`src/rtl/serial_subtractor.sv`:
```
// Digit-serial unsigned subtractor computing a - b - bin, DIGIT bits per clock,
// with a start/busy/done handshake. Define SERIAL_SUBTRACTOR_SAT_EN to clamp underflow results to zero.
module serial_subtractor #(
    parameter int WIDTH = 8,
    parameter int DIGIT = 1
) (
    input  logic             clk,
    input  logic             rst,
    input  logic             start,
    input  logic [WIDTH-1:0] a,
    input  logic [WIDTH-1:0] b,
    input  logic             bin,
    output logic             busy,
    output logic             done,
    output logic [WIDTH-1:0] diff,
    output logic             bout,
    output logic             zero
);

    localparam int N  = WIDTH / DIGIT;
    localparam int CW = $clog2(N + 1);
    localparam logic [CW-1:0] LAST_DIG = CW'(N - 1);

    typedef enum logic [1:0] {
        IDLE = 2'd0,
        RUN  = 2'd1,
        DONE = 2'd2
    } state_t;

    state_t             state_q, state_d;
    logic [WIDTH-1:0]   a_q, b_q, res_q;
    logic               borrow_q;
    logic [CW-1:0]      cnt_q;
    logic [WIDTH-1:0]   diff_q, diff_d;
    logic               bout_q, bout_d;
    logic               zero_q, zero_d;

    logic               load;
    logic               finish;
    logic [DIGIT:0]     dig_sub;
    logic [WIDTH+DIGIT-1:0] res_cat;
    logic [WIDTH-1:0]   res_shift;

    // One extra bit on the digit difference: its MSB is the borrow into the next digit.
    assign dig_sub   = {1'b0, a_q[DIGIT-1:0]} - {1'b0, b_q[DIGIT-1:0]} - {{DIGIT{1'b0}}, borrow_q};
    assign res_cat   = {dig_sub[DIGIT-1:0], res_q};
    assign res_shift = res_cat[WIDTH+DIGIT-1:DIGIT];

    always_comb begin
        state_d = state_q;
        load    = 1'b0;
        finish  = 1'b0;
        case (state_q)
            IDLE: begin
                if (start) begin
                    load    = 1'b1;
                    state_d = RUN;
                end
            end
            RUN: begin
                if (cnt_q == LAST_DIG) begin
                    finish  = 1'b1;
                    state_d = DONE;
                end
            end
            DONE: begin
                if (start) begin
                    load    = 1'b1;
                    state_d = RUN;
                end else begin
                    state_d = IDLE;
                end
            end
            default: state_d = IDLE;
        endcase
    end

    always_comb begin
        bout_d = dig_sub[DIGIT];
`ifdef SERIAL_SUBTRACTOR_SAT_EN
        diff_d = dig_sub[DIGIT] ? '0 : res_shift;
`else
        diff_d = res_shift;
`endif
        zero_d = (diff_d == '0);
    end

    always_ff @(posedge clk) begin
        if (rst) begin
            state_q  <= IDLE;
            a_q      <= '0;
            b_q      <= '0;
            res_q    <= '0;
            borrow_q <= 1'b0;
            cnt_q    <= '0;
            diff_q   <= '0;
            bout_q   <= 1'b0;
            zero_q   <= 1'b1;
        end else begin
            state_q <= state_d;
            if (load) begin
                a_q      <= a;
                b_q      <= b;
                borrow_q <= bin;
                cnt_q    <= '0;
            end else if (state_q == RUN) begin
                a_q      <= a_q >> DIGIT;
                b_q      <= b_q >> DIGIT;
                res_q    <= res_shift;
                borrow_q <= dig_sub[DIGIT];
                cnt_q    <= cnt_q + CW'(1);
            end
            if (finish) begin
                diff_q <= diff_d;
                bout_q <= bout_d;
                zero_q <= zero_d;
            end
        end
    end

    assign busy = (state_q == RUN);
    assign done = (state_q == DONE);
    assign diff = diff_q;
    assign bout = bout_q;
    assign zero = zero_q;

endmodule

```
`config.mk`:
```
export PLATFORM = sky130hd
export DESIGN_NAME = serial_subtractor
export DESIGN_NICKNAME = d
export VERILOG_FILES = /design/src/rtl/serial_subtractor.sv
export SDC_FILE = /design/constraint.sdc
export NUM_CORES = 1
export LEC_CHECK = 0
export CORE_MARGIN = 2
export CORE_UTILIZATION = 52
export CTS_BUF_LIST = sky130_fd_sc_hd__clkbuf_8
export CTS_CLUSTER_DIAMETER = 30
export DETAILED_ROUTE_END_ITERATION = 16
export PLACE_DENSITY = 0.8
export SYNTH_ARGS = -nofsm -noshare
export SYNTH_HDL_FRONTEND = slang
export SYNTH_SLANG_ARGS = --single-unit
```
`constraint.sdc`:
```
create_clock -name clk -period 1.9 [get_ports clk]
set_input_delay 0.19 -clock clk [delete_from_list [all_inputs] [get_ports clk]]
set_output_delay 0.19 -clock clk [all_outputs]
set_load 0.02 [all_outputs]
```
==> results.json <==
{
  "status": "completed",
  "fin_crit_ps": 1760,
  "synth-simple-area-share": 0.207,
  "avgViaCountPerCell": 5.81,
  "ys_ff_latch": 40,
  "placed_area_mm2": 0.00192,
  "grt_max_degree": 39,
  "grt_pass1_vias": 1325,
  "htreeDepth": 2,
  "dpl.cell_count": 244,
  "cts-buffers-inserted": 5,
  "critPathSlowestCell": "clkdlybuf4s50_1",
  "dpl.hpwl_mm": 2.35,
  "die_h_um": 59.6,
  "portBuffers": 31,
  "synth-compound-area-share": 0.193,
  "synth_xor_area_frac": 0.0109,
  "ant_nets": 0,
  "crit_path_start_kind": "flop",
  "grt_setup_unrepaired": "no",
  "leakagePower_uw": 0.000696,
  "timing.fmax_ghz": 0.569,
  "antenna_found_initial": 0,
  "drt_wl_total_mm": 3.49,
  "reg2reg_slack_ps": 380,
  "final_max_slew_viol_count": 0,
  "cts-resized-gates": 0,
  "cp_cell_sequence": "nand2b_1 -> inv_2 -> clkdlybuf4s50_1",
  "hp-start": "a[7]",
  "cts_max_path_buffers": 2,
  "rr_worst_depth": 3,
  "vias": 1459,
  "synth_top_family_by_area": "simple AND/OR/NAND/NOR gates",
  "final_area_mm2": 0.00202,
  "finalHoldViolations": 0,
  "period_share": 0.925,
  "cts_hold_buf": 0,
  "dieArea_mm2": 0.00355,
  "synthAdderAreaFrac": 0.0202,
  "critPathArrivalTime_ps": 1570,
  "startpoint": "state_q[0]",
  "drive_gt1_frac": 0.0688,
  "max-cap-violations": 0,
  "syn_area_mm2": 0.00161,
  "final_cells": 251,
  "post-place-ws_ps": 288,
  "place.gp.congestion": 0.737,
  "ys_async_sr_fraction": 0,
  "syn-instance-count": 190,
  "cts_setup_buffers": 0,
  "fin_tns_setup_ps": 0,
  "wire_per_inst_um": 13.9,
  "grt_first_pass_wirelength_mm": 5.91,
  "die_w_um": 59.6,
  "dr.first_iter.drc_count": 59,
  "cp_data_required_time_ps": 1710,
  "setup_ws_ps": 143,
  "root_buffer": "clkbuf_8",
  "ir_drop_v": 0.000500,
  "worstMarginPinSlew_ps": 737,
  "finClkSkew_ps": 4.83,
  "path_class": "reg -> out",
  "core_area_mm2": 0.00300,
  "timing.rr.start": "state_q[0]",
  "hold_depth": 3,
  "slew_headroom": 0.509,
  "syn_nets": 212,
  "setup_violations": 0,
  "min_to": "a_q[7]",
  "power_density_mw_per_mm2": 850,
  "timing.rr.end": "b_q[0]",
  "track_usage": 0.221,
  "path_clk_slew_ps": 70,
  "cts_tree": "done",
  "critPathMaxFanout": 5,
  "grt_remaining_overflow": 0,
  "ys_warn_count": 0,
  "avgSynthCellArea_um2": 8.46,
  "antenna_cells": 0,
  "critPathMaxStageDelay_ps": 600,
  "io_pins": 32,
  "insertion_delay_ps": 280,
  "end_kind": "output port",
  "synth_cell_types": 32,
  "rows": 20,
  "synth_mux_area_frac": 0.0125,
  "post-route-drc-count": 0,
  "nets": 240,
  "synth-main-ff-cell": "dfxtp_1",
  "dr.pass1.iters": 4,
  "numClockSinks": 40,
  "area_growth_pct": 25.5,
  "synth_edf_count": 0,
  "fillers": 255,
  "start_util": 0.535,
  "ys_seq_area_frac": 0.498,
  "hold_path.class": "in -> reg"
}
## worst max-delay path: cells and delay by family, from the launching register on
kind | cells | cell delay, ps
buffers and inverters | 2 | 690
DFF | 1 | 430
and+or+nand+nor | 1 | 150
## registers in the layout, indices dropped and copies added (netlist names)
register / cells
res_q: 7
a_q: 8
diff: 8
bout: 1
state_q: 2
b_q: 8
cnt_q: 4
zero: 1
borrow_q: 1
## power by group
group	switching [uW]	total, uW	leakage, uW	internal (uW)
clock	273	597	0.0000503	323
combinational	117	215	0.000319	98.4
sequential	26.4	904	0.000327	878
total	417	1720	0.000696	1300
## synthesized netlist by cell type, types with 2 or more instances
cell type,instances,area share
nand3b_1,2,0.0093
o22ai_1,5,0.019
nor2b_1,2,0.0078
a21oi_1,19,0.059
nand2b_1,2,0.0078
nor3_1,15,0.047
dfxtp_1,40,0.50
nand2_1,29,0.068
inv_1,2,0.0047
nand3_1,13,0.040
a22oi_1,2,0.0093
o21ai_0,18,0.056
buf_2,9,0.028
a31oi_1,8,0.031
nor2_1,2,0.0047
mux2i_1,2,0.012
clkbuf_1,5,0.012
## stage by stage
step | total power, uW | util | hold slack [ps]
after floorplan | 1060 | - | 263
after global placement | 1130 | 0.640 | 457
after detailed placement | 1140 | 0.640 | 459
after CTS | 1720 | 0.672 | 449
after global routing | 1790 | 0.672 | 456
final | 1720 | 0.672 | 453
## routing by layer
metal | up-vias | share of wire | wire (um) | GRT usage
li1 | 725 | - | - | -
met1 | 683 | 0.44 | 1550 | 0.278
met2 | 44 | 0.50 | 1730 | 0.375
met3 | 7 | 0.046 | 160 | 0.0524
met4 | 0 | 0.011 | 40 | 0.0667
met5 | - | 0 | 0 | 0
## cells by family (layout without fill, tap and decap cells)
group | Yosys count | count (layout)
buffers and inverters | 19 | 47
AOI/OAI and AO/OA | 55 | 55
DFF | 40 | 40
xor gates and xnor gates | 2 | 2
and+or+nand+nor | 70 | 70
adders and majority gates | 2 | 2
muxes | 2 | 2
## placed cells by master, fill, tap and decap left out, types with 2 or more instances in the layout
| cell type | netlist | layout |
|---|---|---|
| a21oi_1 | 19 | 19 |
| o22ai_1 | 5 | 5 |
| clkbuf_8 | 0 | 7 |
| nand3_1 | 13 | 13 |
| nand3b_1 | 2 | 2 |
| inv_1 | 2 | 2 |
| o21ai_0 | 18 | 18 |
| buf_4 | 1 | 6 |
| nor3_1 | 15 | 15 |
| nand2b_1 | 2 | 2 |
| a31oi_1 | 8 | 8 |
| dfxtp_1 | 40 | 40 |
| nand2_1 | 29 | 29 |
| a22oi_1 | 2 | 2 |
| clkdlybuf4s50_1 | 0 | 31 |
| nor2_1 | 2 | 2 |
| mux2i_1 | 2 | 2 |
| nor2b_1 | 2 | 2 |
## area by class of cell
| type | instances | area [um2] | share of cell area |
|---|---|---|---|
| repair buffers | 37 | 355 | 0.176 |
| inverters | 3 | 11.3 | 0.00558 |
| flip-flops and latches | 40 | 801 | 0.397 |
| well taps | 33 | 41.3 | 0.0205 |
| multi-input cells | 131 | 713 | 0.353 |
| clock buffers | 7 | 96.3 | 0.0477 |
## worst max-delay path by stage
| stage | end | slack (ps) | depth (start not counted) |
|---|---|---|---|
| after floorplan | zero | 520 | 5 |
| after global placement | b_q[0] | 350 | 4 |
| after detailed placement | b_q[0] | 290 | 4 |
| after CTS | busy | 160 | 3 |
| after global routing | busy | 90 | 3 |
| final | busy | 140 | 3 |
Power figures use the tool's default switching activity.
